$ cat config.mk
export PLATFORM = sky130hd
export DESIGN_NAME = div_unit
export DESIGN_NICKNAME = d
export VERILOG_FILES = /design/src/rtl/div_unit.sv
export SDC_FILE = /design/constraint.sdc
export NUM_CORES = 1
export LEC_CHECK = 0
export CAP_MARGIN = 20
export CORE_AREA = 5 5 150 152
export DETAILED_ROUTE_END_ITERATION = 8
export DIE_AREA = 0 0 155 157
export GPL_TIMING_DRIVEN = 0
export PLACE_DENSITY_LB_ADDON = 0.12
export SETUP_SLACK_MARGIN = 0.05
export SKIP_CTS_REPAIR_TIMING = 1
export SYNTH_ARGS = -nofsm -noshare
export SYNTH_HDL_FRONTEND = slang
export SYNTH_SLANG_ARGS = --single-unit
$ cat constraint.sdc
create_clock -name clk_i -period 6.3 [get_ports clk_i]
set_input_delay 1.26 -clock clk_i [delete_from_list [all_inputs] [get_ports clk_i]]
set_output_delay 1.26 -clock clk_i [all_outputs]
set_load 0.01 [all_outputs]
$ cat src/rtl/div_unit.sv
// Iterative radix-2 restoring divider for RV32M DIV/DIVU/REM/REMU in the EX stage.
// Holds the pipeline via stall_o while iterating and presents a registered result for EX/MEM.
module div_unit #(
  parameter int XLEN  = 32,
  parameter int CNT_W = $clog2(XLEN) + 1
) (
  input  logic            clk_i,
  input  logic            rst_i,
  input  logic            start_i,
  input  logic [1:0]      op_i,
  input  logic [XLEN-1:0] rs1_data_i,
  input  logic [XLEN-1:0] rs2_data_i,
  input  logic [4:0]      rd_addr_i,
  input  logic            flush_i,
  output logic            stall_o,
  output logic            busy_o,
  output logic            done_o,
  output logic [XLEN-1:0] result_o,
  output logic [4:0]      rd_addr_o
);

  localparam logic [1:0] IDLE = 2'd0;
  localparam logic [1:0] CALC = 2'd1;
  localparam logic [1:0] DONE = 2'd2;

  localparam logic [XLEN-1:0]  MIN_NEG  = {1'b1, {(XLEN-1){1'b0}}};
  localparam logic [XLEN-1:0]  ALL_ONES = '1;
  localparam logic [CNT_W-1:0] CNT_INIT = CNT_W'(XLEN);

  logic [1:0]       state_q;
  logic             op_rem_q;   // 1: result is the remainder
  logic             a_neg_q;    // dividend negative (signed ops only)
  logic             b_neg_q;    // divisor negative (signed ops only)
  logic [XLEN-1:0]  rem_q;
  logic [XLEN-1:0]  quo_q;
  logic [XLEN-1:0]  dvsr_q;
  logic [CNT_W-1:0] cnt_q;
  logic [4:0]       rd_q;

  // Operand preparation at accept time.
  logic            is_signed;
  logic            a_neg;
  logic            b_neg;
  logic [XLEN-1:0] abs_a;
  logic [XLEN-1:0] abs_b;
  logic            div_zero;
  logic            overflow;
  logic [XLEN-1:0] special_res;

  assign is_signed   = ~op_i[0];
  assign a_neg       = is_signed & rs1_data_i[XLEN-1];
  assign b_neg       = is_signed & rs2_data_i[XLEN-1];
  assign abs_a       = a_neg ? -rs1_data_i : rs1_data_i;
  assign abs_b       = b_neg ? -rs2_data_i : rs2_data_i;
  assign div_zero    = (rs2_data_i == '0);
  assign overflow    = is_signed && (rs1_data_i == MIN_NEG) && (rs2_data_i == ALL_ONES);
  assign special_res = div_zero ? (op_i[1] ? rs1_data_i : ALL_ONES)
                                : (op_i[1] ? '0         : MIN_NEG);

  // One restoring step; the extra top bit catches a shifted remainder above XLEN bits.
  logic [XLEN:0]    rem_sh;
  logic [XLEN:0]    trial;
  logic [XLEN-1:0]  rem_nxt;
  logic [XLEN-1:0]  quo_nxt;
  logic [CNT_W-1:0] cnt_nxt;

  assign rem_sh  = {rem_q, quo_q[XLEN-1]};
  assign trial   = rem_sh - {1'b0, dvsr_q};
  assign rem_nxt = trial[XLEN] ? rem_sh[XLEN-1:0] : trial[XLEN-1:0];
  assign quo_nxt = {quo_q[XLEN-2:0], ~trial[XLEN]};
  assign cnt_nxt = cnt_q - CNT_W'(1);

  // Sign correction applied on the final step, so the registered result is already fixed up.
  logic [XLEN-1:0] quo_fix;
  logic [XLEN-1:0] rem_fix;
  logic [XLEN-1:0] final_res;

  assign quo_fix   = (a_neg_q ^ b_neg_q) ? -quo_nxt : quo_nxt;
  assign rem_fix   = a_neg_q ? -rem_nxt : rem_nxt;
  assign final_res = op_rem_q ? rem_fix : quo_fix;

  assign stall_o = ((state_q == IDLE) && start_i && !flush_i) || (state_q == CALC);

  // NOTE: every register here uses non-blocking assignment so all state updates
  // see the pre-edge values; blocking assignments would create order-dependent logic.
  always_ff @(posedge clk_i) begin
    if (rst_i) begin
      state_q   <= IDLE;
      op_rem_q  <= 1'b0;
      a_neg_q   <= 1'b0;
      b_neg_q   <= 1'b0;
      rem_q     <= '0;
      quo_q     <= '0;
      dvsr_q    <= '0;
      cnt_q     <= '0;
      rd_q      <= '0;
      busy_o    <= 1'b0;
      done_o    <= 1'b0;
      result_o  <= '0;
      rd_addr_o <= '0;
    end else begin
      done_o <= 1'b0;
      if (flush_i) begin
        state_q <= IDLE;
        busy_o  <= 1'b0;
      end else begin
        case (state_q)
          IDLE: begin
            if (start_i) begin
              op_rem_q <= op_i[1];
              a_neg_q  <= a_neg;
              b_neg_q  <= b_neg;
              rd_q     <= rd_addr_i;
              if (div_zero || overflow) begin
                result_o  <= special_res;
                rd_addr_o <= rd_addr_i;
                done_o    <= 1'b1;
                state_q   <= DONE;
              end else begin
                rem_q   <= '0;
                quo_q   <= abs_a;
                dvsr_q  <= abs_b;
                cnt_q   <= CNT_INIT;
                busy_o  <= 1'b1;
                state_q <= CALC;
              end
            end
          end
          CALC: begin
            rem_q <= rem_nxt;
            quo_q <= quo_nxt;
            cnt_q <= cnt_nxt;
            if (cnt_nxt == '0) begin
              result_o  <= final_res;
              rd_addr_o <= rd_q;
              done_o    <= 1'b1;
              busy_o    <= 1'b0;
              state_q   <= DONE;
            end
          end
          DONE:    state_q <= IDLE;
          default: state_q <= IDLE;
        endcase
      end
    end
  end

endmodule

Word level (Yosys, flattened, before mapping)

Cells that the tools add are included.

Shifts and indexed selects: 0
Equal/unequal tests: 7
Multipliers: 0
Bitwise logic cells: 7
Divide/modulo/power cells: 0
Reductions and logical operators: 18
Muxes and demuxes: 38
Add/sub/neg operators: 6
Magnitude comparators: 0

Operators with widths:

| kind                                             | count |
|---|---|
| 2-to-1 mux 32 bit                                | 16 |
| case mux 32 bit (2 select lines)                 | 3 |
| negator 32 bit                                   | 4 |
| equality test 32 bit, second input constant      | 2 |
| subtractor 33 x 32 -> 33 bit                     | 1 |
| logical NOT 32 bit                               | 1 |
| 2-to-1 mux 5 bit                                 | 3 |
| 2-to-1 mux 6 bit                                 | 2 |
| case mux 6 bit (2 select lines)                  | 1 |
| AND reduction 4 bit                              | 3 |
| case mux 5 bit (2 select lines)                  | 1 |
| logical NOT 6 bit                                | 1 |
| 2-to-1 mux 1 bit                                 | 6 |
| 2-to-1 mux 2 bit                                 | 3 |
| subtractor 6 x 1 -> 6 bit, second input constant | 1 |
| AND reduction 5 bit                              | 1 |
| logical AND 1 bit                                | 4 |
| != test 2 x 1 -> 1 bit, second input constant    | 2 |
| != test 2 bit, second input constant             | 2 |
| NOT 1 bit                                        | 4 |
| case mux 1 bit (2 select lines)                  | 2 |
| case mux 2 bit (2 select lines)                  | 1 |
| AND reduction 3 bit                              | 1 |
| bitwise AND 1 bit                                | 2 |
| other kinds (8)                                  | 9 |

Latch bits: 0
Memory bits (writable): 0
Input port bits: 75
Output and inout port bits: 40
Memories: 0
Register bits after elaboration: 151
Logic and storage cells: 89
Memory bits (read-only): 0

Longest topological paths before layout

Gate-level depths: netlist (run 1).

Depth after elaboration: 7
Depth in mapped cells: 23
Depth with buffers taken out: 21

Worst setup path after synthesis (run 1)

OpenSTA, ideal clock, no wires.

Path kind: register -> register
Start: register quo_q[31]
End: register result_o[28]
Data required time: 6.183 ns
Path buffers: 3
Slack: 1.290 ns
Period minus slack after synthesis: 5.010 ns
Arrival: 4.893 ns
Setup time: 0.117 ns
Stages on the path, launching flop included: 23
Path through: dfxtp_1 inv_1 ha_1 fa_1 nand2b_1 a211oi_4 o21ai_2 o41ai_4 a31oi_4 xnor2_4 buf_2 buf_4 buf_2 mux2i_1 inv_1 ha_1 nand3b_1 or2_2 or4_1 a22oi_4 and4_1 o21ai_0 a32o_1

Longest elaborated chain between the ends: 7
Elaborated cells on any way between the ends: 10
Classes of those cells: 3 x add/sub; 6 x mux; 1 x bitwise

Ends and longest elaborated chain:

| item                                           | RTL line | text |
|---|---|---|
| start, declared                                | 35       | `logic [XLEN-1:0] quo_q;` |
| start signal, assigned                         | 121      | `quo_q <= abs_a;` |
| start signal, assigned                         | 131      | `quo_q <= quo_nxt;` |
| subtractor 33 x 32 -> 33 bit                   | 68       | `assign trial = rem_sh - {1'b0, dvsr_q};` |
| 2-to-1 mux 32 bit or NOT 1 bit (tied branches) | 69, 70   |  |
| negator 32 bit, on equally long branches       | 79, 78   |  |
| 2-to-1 mux 32 bit, on equally long branches    | 79, 78   |  |
| 2-to-1 mux 32 bit *                            | 80       | `assign final_res = op_rem_q ? rem_fix : quo_fix;` |
| 2-to-1 mux 32 bit *                            | 133      | `if (cnt_nxt == '0) begin` |
| case mux 32 bit (2 select lines) *             | 107      | `case (state_q)` |
| end signal, assigned                           | 115      | `result_o <= special_res;` |
| end signal, assigned                           | 134      | `result_o <= final_res;` |
| end, declared                                  | 18       | `output logic [XLEN-1:0] result_o,` |

Every way passes the cells marked *; elsewhere a longest branch is shown, timed or not. The select of a mux whose other input is x is not followed.
A chain may end at the register's enable or synchronous reset.

Worst setup path after layout (run 1)

Same ends and word-level chain as after synthesis.

==> flow_metrics.env, run 1 <==
export IMPL_reg2reg_depth=23
export IMPL_cts_tree="yes"
export IMPL_fin_nets=1926
export IMPL_syn_area_um2=12120
export IMPL_gp_congestion=1.023
export IMPL_vias=13825
export IMPL_grt_max_degree=17
export IMPL_r2r_start="quo_q[31]$_SDFFE_PP0P_"
export IMPL_port_buffer_count=112
export IMPL_drtIter0Drc=1607
export IMPL_end_kind="flip-flop"
export IMPL_crit_start="quo_q[31]$_SDFFE_PP0P_"
export IMPL_cts_buffers=17
export IMPL_worstSetupStartpointType="flip-flop"
export IMPL_grt_total_usage_pct=36.79
export IMPL_dpl_cell_area_um2=13590
export IMPL_worst_ep_arrival_time_ns=6.32
export IMPL_die_x_um=155
export IMPL_routed_via_density=6.583
export IMPL_slew_limit_headroom_pct=24.59
export IMPL_clk_latency_ns=0.45
export IMPL_routedWlPerCell_um=21.88
export IMPL_power_density_nw_per_um2=199.4
export IMPL_placed_cells=2065
export IMPL_hp_class="flip-flop to flip-flop"
export IMPL_synth_fp_nets=1791
export IMPL_fp_dieH_um=157
export IMPL_cts_buffer_depth=2
export IMPL_dpl_hpwl_mm=35.69
export IMPL_finalCritPeriodShare_pct=94.95
export IMPL_layout_setup_ws_ns=0.3183
export IMPL_async_reset_ff_share_pct=0
export IMPL_ys_seq_elements=151
export IMPL_ys_types=80
export IMPL_post_route_drc_count=0
export IMPL_setup_viol=0
export IMPL_cts_htree_levels=4
export IMPL_ir_worst_vdd_mv=0.1666
export IMPL_fin_area_um2=14230
export IMPL_regArea_um2=3023
export IMPL_start_util_pct=58.01
export IMPL_core_um2=20890
export IMPL_syn_inst=1676
export IMPL_firstDrtPassIters=6
export IMPL_die_area_um2=24340
export IMPL_synth_ff_type="dfxtp_1"
export IMPL_path_max_fanout=10
export IMPL_grt_ovfl_total=0
export IMPL_fmax_mhz=167.2
export IMPL_p_leak_nw=5.328
export IMPL_clk_pin_slew_ns=0.07
export IMPL_fin_crit_ns=5.982
export IMPL_yosysWarnings=0
export IMPL_drv_cap=0
export IMPL_syn_area_per_cell_um2=7.230
export IMPL_min_path_cells=2
export IMPL_grt_pass1_wl_mm=70.50
export IMPL_multiInputGateArea_um2=8474
export IMPL_fillers=1869
export IMPL_clock_root_buffer="clkbuf_16"
export IMPL_post_place_ws_ns=-0.2362
export IMPL_report_final_hold_viol_count=0
export IMPL_crit_end="result_o[28]$_SDFFE_PP0P_"
export IMPL_synth_edf_count=0
export IMPL_rsz0062_at_grt="no"
export IMPL_area_growth_pct=17.45
export IMPL_antenna_found_initial=0
export IMPL_reg2reg_slack_ns=0.32
export IMPL_clock_sinks=151
export IMPL_grt_pass1_vias=12750
export IMPL_rows=53
export IMPL_fin_skew_ns=0.01449
export IMPL_regToRegEndpoint="result_o[28]$_SDFFE_PP0P_"
export IMPL_final_cells=2100
export IMPL_critPathKind="flip-flop to flip-flop"
export IMPL_layout_drive_gt1_share_pct=5.099
export IMPL_finalWirelength_mm=45.94
export IMPL_final_antenna_net_count=0
export IMPL_worstMarginPinSlew_ns=1.131
export IMPL_drv_slew=0
export IMPL_ioPinCount=115
export IMPL_crit_required_ns=6.63
export IMPL_seq_area_frac_synth_pct=24.95
export IMPL_status="complete, no violations"
worst max-delay path, cell delays in order, from the launching register on:
cell and delay (ns):
dfxtp_1 0.47, inv_1 0.09, ha_1 0.23, fa_1 0.41
nand2b_1 0.21, a211oi_4 0.34, o21ai_2 0.16, o41ai_4 0.20
buf_4 0.20, a31oi_4 0.12, xnor2_4 0.19, inv_2 0.24
buf_6 0.21, buf_2 0.29, nor2_1 0.07, a21oi_1 0.26
ha_1 0.26, nand3b_1 0.12, or2_2 0.36, or4_1 0.48
a22oi_4 0.34, and4_1 0.23, o21ai_0 0.10, a32o_1 0.27
cell type report:
| type | count | area share (%) |
|---|---|---|
| Multi-Input combinational cell | 1365 | 59.54 |
| Sequential cell | 151 | 21.24 |
| Timing Repair Buffer | 117 | 8.106 |
| Clock buffer | 18 | 3.086 |
| Buffer | 101 | 2.901 |
| Tap cell | 275 | 2.418 |
| Inverter | 58 | 1.530 |
| Clock inverter | 14 | 1.160 |
| Antenna cell | 1 | 0.01758 |
cell usage after synthesis, drive strengths merged (9+ instances only):
cell / instances / area share, %
a211oi: 68 / 4.3
a21boi: 9 / 0.56
a21o: 12 / 0.74
a21oi: 139 / 5.7
a22oi: 28 / 1.8
a311oi: 16 / 1.2
a31oi: 20 / 1.2
and2: 16 / 0.83
and3: 12 / 0.62
buf: 19 / 0.88
clkbuf: 83 / 2.6
dfxtp: 151 / 25
ha: 39 / 4.0
inv: 57 / 1.8
mux2: 21 / 2.0
mux2i: 21 / 1.7
nand2: 142 / 4.4
nand2b: 15 / 0.77
nand3: 24 / 0.99
nand3b: 10 / 0.62
nand4: 20 / 1.0
nor2: 268 / 8.3
nor2b: 13 / 0.67
nor3: 53 / 2.2
nor4: 23 / 1.2
o211ai: 21 / 1.3
o21ai: 92 / 3.8
o21bai: 14 / 0.87
o31ai: 21 / 1.3
o41ai: 13 / 1.1
or3: 23 / 1.2
or4: 11 / 0.68
xnor2: 68 / 5.1
xor2: 56 / 4.0
registers in the layout, summed over array words and instances (netlist names):
signal     count
rd_addr_o      5
dvsr_q        32
op_rem_q       1
cnt_q          6
rd_q           5
state_q        2
busy_o         1
quo_q         32
rem_q         32
a_neg_q        1
done_o         1
result_o      32
b_neg_q        1
report_power, final:
| part | leakage, nW | switching [W] | internal, W | total (W) |
|---|---|---|---|---|
| logic | 3.81 | 0.000450 | 0.000267 | 0.000717 |
| registers | 1.23 | 0.0000364 | 0.000992 | 0.00103 |
| clock network | 0.289 | 0.000487 | 0.000606 | 0.00109 |
worst min path at each step:
| stage | start | endpoint | slack, ns |
|---|---|---|---|
| after floorplan | rd_q[0]$_SDFFE_PP0P_ | rd_q[0]$_SDFFE_PP0P_ | 0.44 |
| after global placement | rd_q[4]$_SDFFE_PP0P_ | rd_q[4]$_SDFFE_PP0P_ | 0.44 |
| after detailed placement | rd_q[0]$_SDFFE_PP0P_ | rd_q[0]$_SDFFE_PP0P_ | 0.45 |
| after CTS | rd_q[0]$_SDFFE_PP0P_ | rd_q[0]$_SDFFE_PP0P_ | 0.46 |
| after global routing | rd_q[2]$_SDFFE_PP0P_ | rd_q[2]$_SDFFE_PP0P_ | 0.50 |
| final | rd_q[0]$_SDFFE_PP0P_ | rd_q[0]$_SDFFE_PP0P_ | 0.46 |
cells in the final DEF, fill, tap and decap left out, types with 23 or more instances in the layout:
| master | n |
|---|---|
| a21oi_1 | 139 |
| nand2_1 | 142 |
| dfxtp_1 | 151 |
| xor2_1 | 56 |
| xnor2_1 | 67 |
| nor2_1 | 268 |
| clkdlybuf4s50_1 | 112 |
| a211oi_1 | 67 |
| clkbuf_1 | 83 |
| a22oi_1 | 27 |
| ha_1 | 39 |
| or3_1 | 23 |
| inv_1 | 56 |
| nor3_1 | 52 |
| o21ai_0 | 86 |
| nand3_1 | 24 |
stage by stage:
stage / power, W / hold slack [ns] / setup TNS [ns] / util (%)
floorplan: 0.001496 / 0.4366 / 0 / -
global placement: 0.001721 / 0.4420 / -1.140 / 65.03
detailed placement: 0.001732 / 0.4493 / -0.8435 / 65.07
CTS: 0.002804 / 0.4590 / -1.116 / 67.97
global route: 0.002936 / 0.4957 / 0 / 68.12
finish: 0.002838 / 0.4580 / 0 / 68.13
routing by layer:
layer / part of all wire [%] / global-route usage, %
met4: 4.1 / 16.27
met3: 12 / 9.183
met2: 42 / 53.51
met5: 0 / 0
met1: 42 / 51.51
cell families after synthesis:
group	synth area share (%)
xor gates and xnor gates	9.117
and+or+nand+nor	25.23
adders and majority gates	4.192
buffers and inverters	5.245
DFF	24.95
muxes	3.686
AOI/OAI and AO/OA	27.58
Power figures use the tool's default switching activity.
==> run 2: changes to the inputs <==
MAX_ROUTING_LAYER = met4   (was default)
SLEW_MARGIN = 20   (was default)
==> flow_metrics.env, run 2 (synthesis results as in run 1) <==
export IMPL_path_max_fanout=10
export IMPL_status="complete, no violations"
export IMPL_fin_nets=1923
export IMPL_ioPinCount=115
export IMPL_holdWs_ns=0.4547
export IMPL_clock_sinks=151
export IMPL_grt_pass1_wl_mm=69.90
export IMPL_worst_ep_arrival_time_ns=6.25
export IMPL_end_kind="flip-flop"
export IMPL_post_place_ws_ns=-0.2410
export IMPL_n_antenna_cell=0
export IMPL_fp_dieH_um=157
export IMPL_setup_tns_ns=0
export IMPL_mostFrequentLayoutCells="268 x nor2_1, 151 x dfxtp_1, 142 x nand2_1, 139 x a21oi_1, 112 x clkdlybuf4s50_1"
export IMPL_dpl_hpwl_mm=35.54
export IMPL_crit_chain="inv_1 -> ha_1 -> fa_1 -> nand2b_1 -> a211oi_4 -> o21ai_2 -> o41ai_4 -> buf_4 -> a31oi_4 -> xnor2_4 -> inv_2 -> buf_6 -> buf_2 -> nor2_1 -> a21oi_1 -> ha_1 -> nand3b_1 -> or2_2 -> or4_1 -> a22oi_4 -> a21oi_1 -> mux2i_1 -> a41oi_1"
export IMPL_cts_buffers=17
export IMPL_power_density_nw_per_um2=196.4
export IMPL_dpl_cell_area_um2=13590
export IMPL_met2_usage_pct=54.23
export IMPL_core_um2=20890
export IMPL_cp_slowest_stage_delay_ns=0.47
export IMPL_fin_skew_ns=0.01442
export IMPL_clk_latency_ns=0.44
export IMPL_rows=53
export IMPL_worstSetupStartpointType="flip-flop"
export IMPL_layout_drive_gt1_share_pct=5.107
export IMPL_hp_class="flip-flop to flip-flop"
export IMPL_drv_cap=0
export IMPL_setup_viol=0
export IMPL_reg2reg_slack_ns=0.31
export IMPL_fillers=1924
export IMPL_die_x_um=155
export IMPL_p_leak_nw=5.315
export IMPL_worstMarginPinSlew_ns=1.138
export IMPL_gp_congestion=1.068
export IMPL_start_util_pct=58.01
export IMPL_layout_setup_ws_ns=0.3135
export IMPL_grt_ovfl_total=0
export IMPL_drv_slew=0
export IMPL_critPathKind="flip-flop to flip-flop"
export IMPL_critical_path_slowest_cell="dfxtp_1"
export IMPL_crit_required_ns=6.56
export IMPL_layout_cells_most_common="nor2_1"
export IMPL_drtIter0Drc=1801
export IMPL_vias=13743
export IMPL_routedWlPerCell_um=21.62
export IMPL_routed_via_density=6.557
export IMPL_grt_use_met1_pct=51.19
export IMPL_cts_htree_levels=4
export IMPL_grt_max_degree=17
export IMPL_die_area_um2=24340
export IMPL_ir_worst_vdd_mv=0.1581
export IMPL_finalCoreUtilization_pct=68.02
export IMPL_grt_total_usage_pct=37.43
export IMPL_port_buffer_count=112
export IMPL_grtUsageMet3_pct=7.616
export IMPL_rsz0062_at_grt="no"
export IMPL_final_antenna_net_count=0
export IMPL_slew_limit_headroom_pct=24.12
export IMPL_cts_tree="yes"
export IMPL_clk_pin_slew_ns=0.07
export IMPL_cts_buffer_depth=2
export IMPL_report_final_hold_viol_count=0
export IMPL_finalCritPeriodShare_pct=95.02
export IMPL_fin_area_um2=14210
export IMPL_clock_root_buffer="clkbuf_16"
export IMPL_fin_crit_ns=5.987
export IMPL_grt_pass1_vias=12649
export IMPL_antenna_found_initial=0
export IMPL_post_route_drc_count=0
export IMPL_busiest_layer="met2"
export IMPL_finalWirelength_mm=45.31
export IMPL_fmax_mhz=167.0
export IMPL_firstDrtPassIters=5
export IMPL_area_growth_pct=17.25
run 2: changes by cell type in the layout (fill, tap and decap cells not counted), moves of 2 or more:
cell and change:
inv_6 +4, clkinvlp_4 -3, buf_2 -2, nor4_1 -2, nor4_2 +2
run 2: metrics by stage:
stage | power, W | instances
2_1_floorplan | 0.001496 | 1676
5_1_grt | 0.002888 | 2096
3_3_place_gp | 0.001721 | 2063
3_5_place_dp | 0.001734 | 2063
6_report | 0.002791 | 2096
4_1_cts | 0.002763 | 2095
run 2: power by group:
| group | internal, W | switching, W |
|---|---|---|
| clock network | 0.000561 | 0.000486 |
| logic | 0.000266 | 0.000450 |
| registers | 0.000992 | 0.0000363 |
run 2: cell type report:
type                            instances  area, um2  share of cell area (%)
Timing Repair Buffer                  114       1136                   7.996
Inverter                               58      217.7                   1.532
Clock inverter                         15      157.7                   1.110
Sequential cell                       151       3023                   21.28
Tap cell                              275      344.1                   2.422
Clock buffer                           17      425.4                   2.994
Multi-Input combinational cell       1365       8492                   59.77
Buffer                                101      412.9                   2.906
run 2: path summary, 6_finish.rpt:
kind                                             start                        end  cells after the start
worst min-delay path              rd_q[0]$_SDFFE_PP0P_       rd_q[0]$_SDFFE_PP0P_                      2
worst max register to register  quo_q[31]$_SDFFE_PP0P_  result_o[24]$_SDFFE_PP0P_                     23
worst min register to register    rd_q[0]$_SDFFE_PP0P_       rd_q[0]$_SDFFE_PP0P_                      2
worst max-delay path            quo_q[31]$_SDFFE_PP0P_  result_o[24]$_SDFFE_PP0P_                     23
run 2: routing by layer:
| layer | part of all wire [%] | vias up |
|---|---|---|
| met4 | 4.0 | 0 |
| met5 | 0 | - |
| met1 | 43 | 6441 |
| li1 | - | 6350 |
| met2 | 42 | 836 |
| met3 | 11 | 116 |
run 2: worst max-delay path, delay by kind of cell, from the launching register on:
kind	cells	cell delay, ns
compound gates	8	1.70
xor+xnor	1	0.19
fa+ha+maj	3	0.90
buf+inv	5	1.04
flops	1	0.47
mux	1	0.28
simple gates	5	1.22
